==> config.mk <==
export PLATFORM = sky130hd
export DESIGN_NAME = vxe_vpu_disp_flat
export DESIGN_NICKNAME = d
export VERILOG_FILES = /design/src/rtl/vxe_vpu_disp_if.sv /design/src/rtl/vxe_vpu_disp.sv /design/src/flat_wrapper.sv
export SDC_FILE = /design/constraint.sdc
export NUM_CORES = 1
export LEC_CHECK = 0
export ABC_AREA = 0
export CORE_AREA = 4 4 112 114
export CTS_BUF_LIST = sky130_fd_sc_hd__clkbuf_4 sky130_fd_sc_hd__clkbuf_8
export DETAILED_ROUTE_END_ITERATION = 7
export DIE_AREA = 0 0 116 118
export GPL_ROUTABILITY_DRIVEN = 1
export HOLD_SLACK_MARGIN = 0.06
export PLACE_DENSITY = 0.68
export SLEW_MARGIN = 20
export SYNTH_ARGS = -nofsm -noshare
export SYNTH_HDL_FRONTEND = slang
export SYNTH_SLANG_ARGS = --single-unit
==> constraint.sdc <==
create_clock -name clk -period 3.15 [get_ports clk]
set_input_delay 0.63 -clock clk [delete_from_list [all_inputs] [get_ports clk]]
set_output_delay 0.63 -clock clk [all_outputs]
set_load 0.05 [all_outputs]
==> src/rtl/vxe_vpu_disp_if.sv <==
// Command-side and unit-side signal bundle for the VPU command dispatcher.
// The slave modport is the dispatcher's view. The master modport is the view of
// whoever drives commands in and done pulses back (a command source plus the
// three execution units).
interface vxe_vpu_disp_if;
    // Command input handshake
    logic        i_vld;
    logic        o_rdy;
    logic [4:0]  i_cmd_op;
    logic [2:0]  i_cmd_th;
    logic [47:0] i_cmd_pl;

    // Shared registered command bus towards the execution units
    logic [4:0]  o_cmd_op;
    logic [2:0]  o_cmd_th;
    logic [47:0] o_cmd_pl;

    // Per-unit dispatch pulses, completion pulses and write-port ownership
    logic        o_regu_disp;
    logic        o_prod_disp;
    logic        o_actf_disp;
    logic        i_regu_done;
    logic        i_prod_done;
    logic        i_actf_done;
    logic        o_regu_cmd;
    logic        o_prod_cmd;
    logic        o_actf_cmd;

    // Status
    logic        o_err;
    logic        o_idle;

    modport slave (
        input  i_vld, i_cmd_op, i_cmd_th, i_cmd_pl,
        input  i_regu_done, i_prod_done, i_actf_done,
        output o_rdy, o_cmd_op, o_cmd_th, o_cmd_pl,
        output o_regu_disp, o_prod_disp, o_actf_disp,
        output o_regu_cmd, o_prod_cmd, o_actf_cmd,
        output o_err, o_idle
    );

    modport master (
        output i_vld, i_cmd_op, i_cmd_th, i_cmd_pl,
        output i_regu_done, i_prod_done, i_actf_done,
        input  o_rdy, o_cmd_op, o_cmd_th, o_cmd_pl,
        input  o_regu_disp, o_prod_disp, o_actf_disp,
        input  o_regu_cmd, o_prod_cmd, o_actf_cmd,
        input  o_err, o_idle
    );
endinterface

==> src/rtl/vxe_vpu_disp.sv <==
// VPU command dispatcher.
// Accepts one command at a time into a single-entry hold register and decodes
// the opcode. It issues the command to regu, prod or actf with a one-cycle
// dispatch pulse on a shared registered command bus, then tracks each unit as
// BUSY until that unit reports done. Dispatch is strictly in order: a blocked
// head entry stalls everything behind it. Unsupported opcodes are dropped and
// flagged with a one-cycle o_err pulse.
// Optional feature macro: VXE_VPU_DISP_TH_HAZARD_EN. When it is defined, a
// command whose thread is owned by any BUSY unit waits in hold until that unit
// finishes.
module vxe_vpu_disp (
    input  logic            clk,
    input  logic            nrst,
    vxe_vpu_disp_if.slave   bus
);

    // CU_CMD_* opcode encoding
    localparam logic [4:0] CU_CMD_SETACC = 5'd1;
    localparam logic [4:0] CU_CMD_SETVL  = 5'd2;
    localparam logic [4:0] CU_CMD_SETEN  = 5'd3;
    localparam logic [4:0] CU_CMD_SETRS  = 5'd4;
    localparam logic [4:0] CU_CMD_SETRT  = 5'd5;
    localparam logic [4:0] CU_CMD_SETRD  = 5'd6;
    localparam logic [4:0] CU_CMD_PROD   = 5'd8;
    localparam logic [4:0] CU_CMD_ACTF   = 5'd9;

    // Unit indices into the per-unit vectors
    localparam int U_REGU    = 0;
    localparam int U_PROD    = 1;
    localparam int U_ACTF    = 2;
    localparam int NUM_UNITS = 3;

    typedef enum logic {
        UNIT_IDLE = 1'b0,
        UNIT_BUSY = 1'b1
    } unit_state_t;

    // Hold register
    logic        hold_vld_reg;
    logic [4:0]  hold_op_reg;
    logic [2:0]  hold_th_reg;
    logic [47:0] hold_pl_reg;

    // Shared command bus
    logic [4:0]  cmd_op_reg;
    logic [2:0]  cmd_th_reg;
    logic [47:0] cmd_pl_reg;

    logic        err_reg;

    // Decode and issue control
    logic [NUM_UNITS-1:0] hold_tgt;
    logic                 hold_sup;
    logic [NUM_UNITS-1:0] unit_busy;
    logic [NUM_UNITS-1:0] unit_done;
    logic [NUM_UNITS-1:0] unit_disp;
    logic [NUM_UNITS-1:0] issue_vec;
    logic [7:0]           th_busy;
    logic                 unit_free;
    logic                 issue;
    logic                 discard;
    logic                 rdy;
    logic                 accept;

    assign unit_done[U_REGU] = bus.i_regu_done;
    assign unit_done[U_PROD] = bus.i_prod_done;
    assign unit_done[U_ACTF] = bus.i_actf_done;

    // Map the held opcode to the one-hot owning unit; zero means unsupported
    always_comb begin
        hold_tgt = '0;
        case (hold_op_reg)
            CU_CMD_SETACC,
            CU_CMD_SETVL,
            CU_CMD_SETEN,
            CU_CMD_SETRS,
            CU_CMD_SETRT,
            CU_CMD_SETRD: hold_tgt[U_REGU] = 1'b1;
            CU_CMD_PROD:  hold_tgt[U_PROD] = 1'b1;
            CU_CMD_ACTF:  hold_tgt[U_ACTF] = 1'b1;
            default:      hold_tgt = '0;
        endcase
    end

    assign hold_sup  = |hold_tgt;
    assign unit_free = |(hold_tgt & ~unit_busy);

    // The head entry leaves the hold register on an issue or a discard edge.
    // Only an issue re-opens the input in the same cycle; a discarded entry
    // frees the slot one edge later.
    assign issue     = hold_vld_reg & hold_sup & unit_free & ~th_busy[hold_th_reg];
    assign discard   = hold_vld_reg & ~hold_sup;
    assign issue_vec = hold_tgt & {NUM_UNITS{issue}};
    assign rdy       = ~hold_vld_reg | issue;
    assign accept    = bus.i_vld & rdy;

    // Hold register: a capture wins over the clear from the departing entry
    always_ff @(posedge clk or negedge nrst) begin
        if (!nrst) begin
            hold_vld_reg <= 1'b0;
            hold_op_reg  <= '0;
            hold_th_reg  <= '0;
            hold_pl_reg  <= '0;
        end else if (accept) begin
            hold_vld_reg <= 1'b1;
            hold_op_reg  <= bus.i_cmd_op;
            hold_th_reg  <= bus.i_cmd_th;
            hold_pl_reg  <= bus.i_cmd_pl;
        end else if (issue || discard) begin
            hold_vld_reg <= 1'b0;
        end
    end

    // Per-unit busy tracking, dispatch pulse and (optionally) owner thread
    generate
        for (genvar gi = 0; gi < NUM_UNITS; gi++) begin : g_unit
            unit_state_t state_reg;
            unit_state_t state_next;
            logic        disp_reg;

            // Unit FSM state register
            always_ff @(posedge clk or negedge nrst) begin
                if (!nrst) begin
                    state_reg <= UNIT_IDLE;
                end else begin
                    state_reg <= state_next;
                end
            end

            // Unit FSM next state: an issue makes the unit busy and a done frees it.
            // A done pulse while the unit is idle is ignored.
            always_comb begin
                state_next = state_reg;
                case (state_reg)
                    UNIT_IDLE: if (issue_vec[gi]) state_next = UNIT_BUSY;
                    UNIT_BUSY: if (unit_done[gi]) state_next = UNIT_IDLE;
                    default:   state_next = UNIT_IDLE;
                endcase
            end

            // Dispatch pulse, high for exactly the cycle after the issue edge
            always_ff @(posedge clk or negedge nrst) begin
                if (!nrst) begin
                    disp_reg <= 1'b0;
                end else begin
                    disp_reg <= issue_vec[gi];
                end
            end

            assign unit_busy[gi] = (state_reg == UNIT_BUSY);
            assign unit_disp[gi] = disp_reg;

`ifdef VXE_VPU_DISP_TH_HAZARD_EN
            logic [2:0] unit_th_reg;
            logic [7:0] th_mask;

            // Remember which thread the unit is working for
            always_ff @(posedge clk or negedge nrst) begin
                if (!nrst) begin
                    unit_th_reg <= '0;
                end else if (issue_vec[gi]) begin
                    unit_th_reg <= hold_th_reg;
                end
            end

            assign th_mask = unit_busy[gi] ? (8'b1 << unit_th_reg) : 8'b0;
`endif
        end
    endgenerate

`ifdef VXE_VPU_DISP_TH_HAZARD_EN
    // Threads currently owned by any busy unit
    always_comb begin
        th_busy = g_unit[U_REGU].th_mask
                | g_unit[U_PROD].th_mask
                | g_unit[U_ACTF].th_mask;
    end
`else
    assign th_busy = 8'b0;
`endif

    // Shared command bus: loaded only on an issue edge, so it stays stable
    // through the dispatch cycle of the unit that consumes it
    always_ff @(posedge clk or negedge nrst) begin
        if (!nrst) begin
            cmd_op_reg <= '0;
            cmd_th_reg <= '0;
            cmd_pl_reg <= '0;
        end else if (issue) begin
            cmd_op_reg <= hold_op_reg;
            cmd_th_reg <= hold_th_reg;
            cmd_pl_reg <= hold_pl_reg;
        end
    end

    // One-cycle error pulse for each discarded unsupported command
    always_ff @(posedge clk or negedge nrst) begin
        if (!nrst) begin
            err_reg <= 1'b0;
        end else begin
            err_reg <= discard;
        end
    end

    assign bus.o_rdy       = rdy;
    assign bus.o_cmd_op    = cmd_op_reg;
    assign bus.o_cmd_th    = cmd_th_reg;
    assign bus.o_cmd_pl    = cmd_pl_reg;
    assign bus.o_regu_disp = unit_disp[U_REGU];
    assign bus.o_prod_disp = unit_disp[U_PROD];
    assign bus.o_actf_disp = unit_disp[U_ACTF];
    assign bus.o_regu_cmd  = unit_busy[U_REGU];
    assign bus.o_prod_cmd  = unit_busy[U_PROD];
    assign bus.o_actf_cmd  = unit_busy[U_ACTF];
    assign bus.o_err       = err_reg;
    assign bus.o_idle      = ~hold_vld_reg & ~(|unit_busy);

endmodule

==> src/flat_wrapper.sv <==
// flat-port wrapper written by rule: the top's interface ports become plain ports
module vxe_vpu_disp_flat 
  (clk, nrst, bus_i_vld, bus_i_cmd_op, bus_i_cmd_th, bus_i_cmd_pl, bus_i_regu_done, bus_i_prod_done, bus_i_actf_done, bus_o_rdy, bus_o_cmd_op, bus_o_cmd_th, bus_o_cmd_pl, bus_o_regu_disp, bus_o_prod_disp, bus_o_actf_disp, bus_o_regu_cmd, bus_o_prod_cmd, bus_o_actf_cmd, bus_o_err, bus_o_idle);
  vxe_vpu_disp_if bus_i ();
  input  logic clk;
  input  logic nrst;
  input wire logic [$bits(bus_i.i_vld)-1:0] bus_i_vld;
  input wire logic [$bits(bus_i.i_cmd_op)-1:0] bus_i_cmd_op;
  input wire logic [$bits(bus_i.i_cmd_th)-1:0] bus_i_cmd_th;
  input wire logic [$bits(bus_i.i_cmd_pl)-1:0] bus_i_cmd_pl;
  input wire logic [$bits(bus_i.i_regu_done)-1:0] bus_i_regu_done;
  input wire logic [$bits(bus_i.i_prod_done)-1:0] bus_i_prod_done;
  input wire logic [$bits(bus_i.i_actf_done)-1:0] bus_i_actf_done;
  output wire logic [$bits(bus_i.o_rdy)-1:0] bus_o_rdy;
  output wire logic [$bits(bus_i.o_cmd_op)-1:0] bus_o_cmd_op;
  output wire logic [$bits(bus_i.o_cmd_th)-1:0] bus_o_cmd_th;
  output wire logic [$bits(bus_i.o_cmd_pl)-1:0] bus_o_cmd_pl;
  output wire logic [$bits(bus_i.o_regu_disp)-1:0] bus_o_regu_disp;
  output wire logic [$bits(bus_i.o_prod_disp)-1:0] bus_o_prod_disp;
  output wire logic [$bits(bus_i.o_actf_disp)-1:0] bus_o_actf_disp;
  output wire logic [$bits(bus_i.o_regu_cmd)-1:0] bus_o_regu_cmd;
  output wire logic [$bits(bus_i.o_prod_cmd)-1:0] bus_o_prod_cmd;
  output wire logic [$bits(bus_i.o_actf_cmd)-1:0] bus_o_actf_cmd;
  output wire logic [$bits(bus_i.o_err)-1:0] bus_o_err;
  output wire logic [$bits(bus_i.o_idle)-1:0] bus_o_idle;
  assign bus_i.i_vld = bus_i_vld;
  assign bus_i.i_cmd_op = bus_i_cmd_op;
  assign bus_i.i_cmd_th = bus_i_cmd_th;
  assign bus_i.i_cmd_pl = bus_i_cmd_pl;
  assign bus_i.i_regu_done = bus_i_regu_done;
  assign bus_i.i_prod_done = bus_i_prod_done;
  assign bus_i.i_actf_done = bus_i_actf_done;
  assign bus_o_rdy = bus_i.o_rdy;
  assign bus_o_cmd_op = bus_i.o_cmd_op;
  assign bus_o_cmd_th = bus_i.o_cmd_th;
  assign bus_o_cmd_pl = bus_i.o_cmd_pl;
  assign bus_o_regu_disp = bus_i.o_regu_disp;
  assign bus_o_prod_disp = bus_i.o_prod_disp;
  assign bus_o_actf_disp = bus_i.o_actf_disp;
  assign bus_o_regu_cmd = bus_i.o_regu_cmd;
  assign bus_o_prod_cmd = bus_i.o_prod_cmd;
  assign bus_o_actf_cmd = bus_i.o_actf_cmd;
  assign bus_o_err = bus_i.o_err;
  assign bus_o_idle = bus_i.o_idle;
  vxe_vpu_disp u_core (.clk(clk), .nrst(nrst), .bus(bus_i));
endmodule
; ---- After elaboration in Yosys (flattened, before gate mapping)
; Memories as Yosys holds them, arrays and structs flattened.
; Index checks and enable logic that the tools add are counted.
[totals]
register_bits = 120
romBits = 8
n_memories = 1
[mem_list]
columns = memory, depth, width, read_ports, rd_clocked_by_memory_dff, wr, line_no
row1 = (no name shown), 8, 1, 1, 0, 0, vxe_vpu_disp.sv:91  ; assign issue = hold_vld_reg & hold_sup & unit_free & ~th_busy[hold_th_reg];
[op_classes]
order_cmp = 1
n_eq_ne = 8
muxes = 15
n_bitwise = 17
n_reduce_logical = 6
[ops]
columns = op, count
row1 = $eq A5 B3 Y1 const B, 3
row2 = $mux W1, 12
row3 = $eq A5 B2 Y1 const B, 2
row4 = $eq A5 B4 Y1 const B, 2
row5 = $reduce_or A3 Y1, 3
row6 = $not A1 Y1, 7
row7 = $and A1 B1 Y1, 6
row8 = $and A3 B3 Y3, 2
row9 = $pmux W1 S2, 3
row10 = $reduce_or A6 Y1, 1
row11 = $eq A5 B1 Y1 const B, 1
row12 = $lt A3 B4 Y1 const B, 1
row13 = $not A3 Y3, 1
row14 = $reduce_bool A2 Y1, 1
row15 = $logic_or A1 B1 Y1, 1
row16 = $or A1 B1 Y1, 1

; ---- Depth between registers and ports, before layout
[logic_depth]
word_depth = 10
mapped_depth = 8
mapped_depth_nobuf = 5

; ---- Worst setup path after synthesis
; Ideal clock, no wire load.
[synth_timing]
path_type = register to output
startpoint = register u_core.g_unit[0].state_reg, in the netlist u_core.bus.o_regu_cmd
endpoint = output bus_o_rdy
arrival_ns = 2.217
required_time_ns = 2.520
path_slack_ns = 0.303
stages_incl_launch_ff = 7
n_path_buf = 2
cell_sequence = dfrtp_1 > or3_1 > or3_1 > a211o_1 > buf_2 > clkbuf_1 > nand2_1
[synth_between]
elab_chain_len = 6
[synth_lines]
columns = item, line_no
row1 = start: declaration, vxe_vpu_disp.sv:117  ; unit_state_t state_reg;
row2 = start signal: assignment, vxe_vpu_disp.sv:126  ; state_reg <= state_next;
row3 = $not A3 Y3, vxe_vpu_disp.sv:86  ; assign unit_free = |(hold_tgt & ~unit_busy);
row4 = $and A3 B3 Y3, vxe_vpu_disp.sv:86
row5 = $reduce_or A3 Y1, vxe_vpu_disp.sv:86
row6 = $and A1 B1 Y1 (2 in series), vxe_vpu_disp.sv:91
row7 = $or A1 B1 Y1, vxe_vpu_disp.sv:94  ; assign rdy = ~hold_vld_reg | issue;
row8 = end: declaration, flat_wrapper.sv:14  ; output wire logic [$bits(bus_i.o_rdy)-1:0] bus_o_rdy;
; No other way between the ends.

; ---- Worst setup path after layout
[layout_timing]
startpoint = register u_core.hold_op_reg[4]
endpoint = output bus_o_rdy
[layout_between]
elab_chain_len = 8
word_cells_on_any_way = 19
[layout_lines]
columns = item, line_no
row1 = start: declaration, vxe_vpu_disp.sv:40  ; logic [4:0] hold_op_reg;
row2 = start signal: assignment, vxe_vpu_disp.sv:106  ; hold_op_reg <= bus.i_cmd_op;
row3 = $eq A5 B1 Y1 (tied with other cells), vxe_vpu_disp.sv:72  ; case (hold_op_reg)
row4 = $reduce_or A6 Y1, vxe_vpu_disp.sv:72
row5 = $mux W1, vxe_vpu_disp.sv:72
row6 = $reduce_or A3 Y1 / $and A3 B3 Y3 (equally long branches), "vxe_vpu_disp.sv:85, vxe_vpu_disp.sv:86"
row7 = $and A1 B1 Y1 / $reduce_or A3 Y1 (equally long branches), "vxe_vpu_disp.sv:91, vxe_vpu_disp.sv:86"
row8 = $and A1 B1 Y1 (*) (2 in series), vxe_vpu_disp.sv:91
row9 = $or A1 B1 Y1 (*), vxe_vpu_disp.sv:94
; Every way passes the cells marked *; elsewhere a longest branch is shown, timed or not.

==> results.ini <==
[run_status]
result_of_the_run = finished clean

[route]
iter_0_drt_violations = 86
post-route-drc-count = 0
postRouteWirelength_mm = 9.31
detail_route.vias_per_cell = 4.83
route.detailed.wl_per_inst_um = 16.2
route.antenna.remaining_nets = 0
detail_route.first_pass.iterations = 4
vias = 2774

[floorplanning]
floorplan.initialDensity_pct = 39.9
row_count = 39
die_h_um = 118
core_area_um2 = 11400
die_w_um = 116
floorplan.die_area_um2 = 13700
ios = 127

[timing]
finalHoldViolations = 0
timing.final.max_slew_violations = 0
period_minus_slack_ns = 2.84
max_slew.worst_pin.slew_ns = 0.753
rsz0062_at_grt = false
whs_ns = 0.271
max_slew_margin_pct = 49.8
finalSetupTns_ns = 0
setup_viol_count_final = 0
worst_clock_skew_ns = 0.00958
fmaxAchievable_mhz = 352
period_share_pct = 90.2

[clock_network]
number_of_buffers_added_by_the_clock_tree_synthesis_step = 17
path_clk_slew_ns = 0.07
cts_tree = done
cts_post_setup_buffers_inserted = 0
insertion_delay_ns = 0.42
cts.sink_count = 120
cts_max_level = 4
ctsLongestPathBuffers = 2
holdBufCountCts = 0
root_buffer = sky130_fd_sc_hd__clkbuf_8
cts_resized = 0

[critical_path]
reg2reg_depth = 6
critPathRequiredTime_ns = 2.52
worstSetupStartpointType = register
critical_path.startpoint = u_core.hold_op_reg[4]$_DFFE_PN0P_
critPathCapture = bus_o_rdy
crit_path_end_kind = output pin
r2r_slack_ns = 0.64
crit_arrival_ns = 2.21
regToRegEndpoint = u_core.hold_pl_reg[15]$_DFFE_PN0P_
crit_fanout = 7
critical_path.reg2reg.startpoint = u_core.hold_op_reg[4]$_DFFE_PN0P_
path_class = reg2out

[grt]
first_global_vias = 3035
grt_max_degree = 62
grt.total_usage_pct = 14.6
grt_first_pass_wirelength_mm = 15.4
antenna_found_initial = 0
grt_remaining_overflow = 0

[power_and_ir_drop]
power_per_standard_cell_area_nw_per_um2 = 1160
irDropWorstVdd_v = 0.000572
total_power_uw = 7450
power.static_leakage_uw = 0.00275

[logic_synthesis]
synth_seq_area_share_pct = 66.0
postSynthCellCount = 282
avgSynthCellArea_um2 = 16.1
yosysUniqueCellTypes = 28
synth.ff_latch_count = 120
syn_nets = 344
synth_area_um2 = 4550
number_of_warnings_printed_during_yosys_synthesis = 0

[placement]
hpwlAfterDp_mm = 6.40
portBuffers = 126
gp_congestion = 0.847

[cells_and_area]
final_cell_mix = sky130_fd_sc_hd__clkdlybuf4s50_1 (124), sky130_fd_sc_hd__dfrtp_1 (120), sky130_fd_sc_hd__mux2_2 (70)
layout_commonest_cell = sky130_fd_sc_hd__clkdlybuf4s50_1
flow.area_growth_from_synthesis_pct = 40.5
final-seq-area_um2 = 3000
drive_above_1_share_pct = 26.5
fillers = 941
nets = 480
insertedDiodeCount = 0
multi_input_logic_area_um2 = 1450

[flow_run]
cap_viol_max_count = 0

[hold_path]
timing.hold.worst.class = in2async

-- power by group --
group	internal (µW)	switching, µW	total [µW]
clock	832	567	1400
sequential	2280	397	2670
combinational	1410	1970	3380
-- through the flow --
stage / worst slack (ns) / util, % / cell area (µm²) / std cells
after global routing: 0.195 / 56.0 / 6400 / 574
after floorplan: 0.303 / - / 4550 / 282
after global placement: 0.711 / 52.4 / 5980 / 542
after detailed placement: 0.677 / 52.4 / 5980 / 542
final: 0.310 / 56.0 / 6400 / 574
after CTS: 0.289 / 56.0 / 6400 / 574
-- worst max-delay path, stage by stage, from the launching register on --
cell                      delay (ns)
sky130_fd_sc_hd__dfrtp_1        0.43
sky130_fd_sc_hd__or3_1          0.37
sky130_fd_sc_hd__or3_1          0.33
sky130_fd_sc_hd__a211o_2        0.36
sky130_fd_sc_hd__nand2_1        0.15
sky130_fd_sc_hd__buf_12         0.15
-- synth_stat cells --
cell | n | area [µm²]
sky130_fd_sc_hd__o22ai_1 | 2 | 12.5
sky130_fd_sc_hd__nor3_1 | 3 | 15.0
sky130_fd_sc_hd__and2_1 | 1 | 6.26
sky130_fd_sc_hd__and3_1 | 2 | 12.5
sky130_fd_sc_hd__or3_1 | 2 | 12.5
sky130_fd_sc_hd__mux2i_1 | 1 | 10.0
sky130_fd_sc_hd__a211o_1 | 1 | 8.76
sky130_fd_sc_hd__a21oi_1 | 2 | 10.0
sky130_fd_sc_hd__inv_1 | 4 | 15.0
sky130_fd_sc_hd__nor2_1 | 2 | 7.51
sky130_fd_sc_hd__nor4_1 | 1 | 6.26
sky130_fd_sc_hd__a21o_1 | 1 | 7.51
sky130_fd_sc_hd__buf_6 | 4 | 45.0
sky130_fd_sc_hd__o21ai_0 | 3 | 15.0
sky130_fd_sc_hd__dfrtp_1 | 120 | 3000
sky130_fd_sc_hd__nand2b_1 | 1 | 6.26
sky130_fd_sc_hd__buf_4 | 1 | 7.51
sky130_fd_sc_hd__nor2b_1 | 1 | 6.26
sky130_fd_sc_hd__clkbuf_1 | 2 | 7.51
sky130_fd_sc_hd__mux2_1 | 39 | 439
sky130_fd_sc_hd__o21ba_2 | 2 | 20.0
sky130_fd_sc_hd__or4b_2 | 1 | 10.0
sky130_fd_sc_hd__or4_1 | 1 | 7.51
sky130_fd_sc_hd__mux2_2 | 70 | 788
sky130_fd_sc_hd__nand2_1 | 6 | 22.5
sky130_fd_sc_hd__buf_2 | 7 | 35.0
sky130_fd_sc_hd__a21boi_1 | 1 | 7.51
sky130_fd_sc_hd__nor4b_1 | 1 | 8.76
-- layer usage --
layer	wire, µm	up-vias	GRT usage [%]
met4	128	0	5.66
met3	844	13	6.84
li1	-	1278	-
met5	0	-	0
met2	4460	89	22.4
met1	3880	1394	17.8
-- how the worst min path moves through the flow --
| stage | from | endpoint | depth (start not counted) |
|---|---|---|---|
| 3_3_place_gp | u_core.hold_pl_reg[26]$_DFFE_PN0P_ | u_core.hold_pl_reg[26]$_DFFE_PN0P_ | 1 |
| 5_1_grt | nrst | u_core.bus.o_cmd_pl[38]$_DFFE_PN0P_ | 1 |
| 6_report | nrst | u_core.bus.o_cmd_pl[38]$_DFFE_PN0P_ | 1 |
| 2_1_floorplan | nrst | u_core.bus.o_actf_cmd$_DFF_PN0_ | 0 |
| 3_5_place_dp | u_core.bus.o_cmd_op[4]$_DFFE_PN0P_ | u_core.bus.o_cmd_op[4]$_DFFE_PN0P_ | 1 |
| 4_1_cts | nrst | u_core.bus.o_cmd_pl[38]$_DFFE_PN0P_ | 1 |
-- cell type report --
cell class                      count  share of cell area, %
Sequential cell                   120                   46.9
Inverter                            4                  0.235
Tap cell                          143                   2.80
Multi-Input combinational cell    144                   22.7
Timing Repair Buffer              131                   20.8
Clock inverter                      7                   1.41
Clock buffer                       25                   5.09
-- cells by family (layout without fill, tap and decap cells) --
logic type	Yosys count	count (layout)	share of synthesized area (%)
DFF	120	120	66.0
muxes	110	110	27.2
and+or+nand+nor	22	22	2.67
buffers and inverters	18	167	2.42
AOI/OAI and AO/OA	12	12	1.79
(Power assumes the default switching activity.)
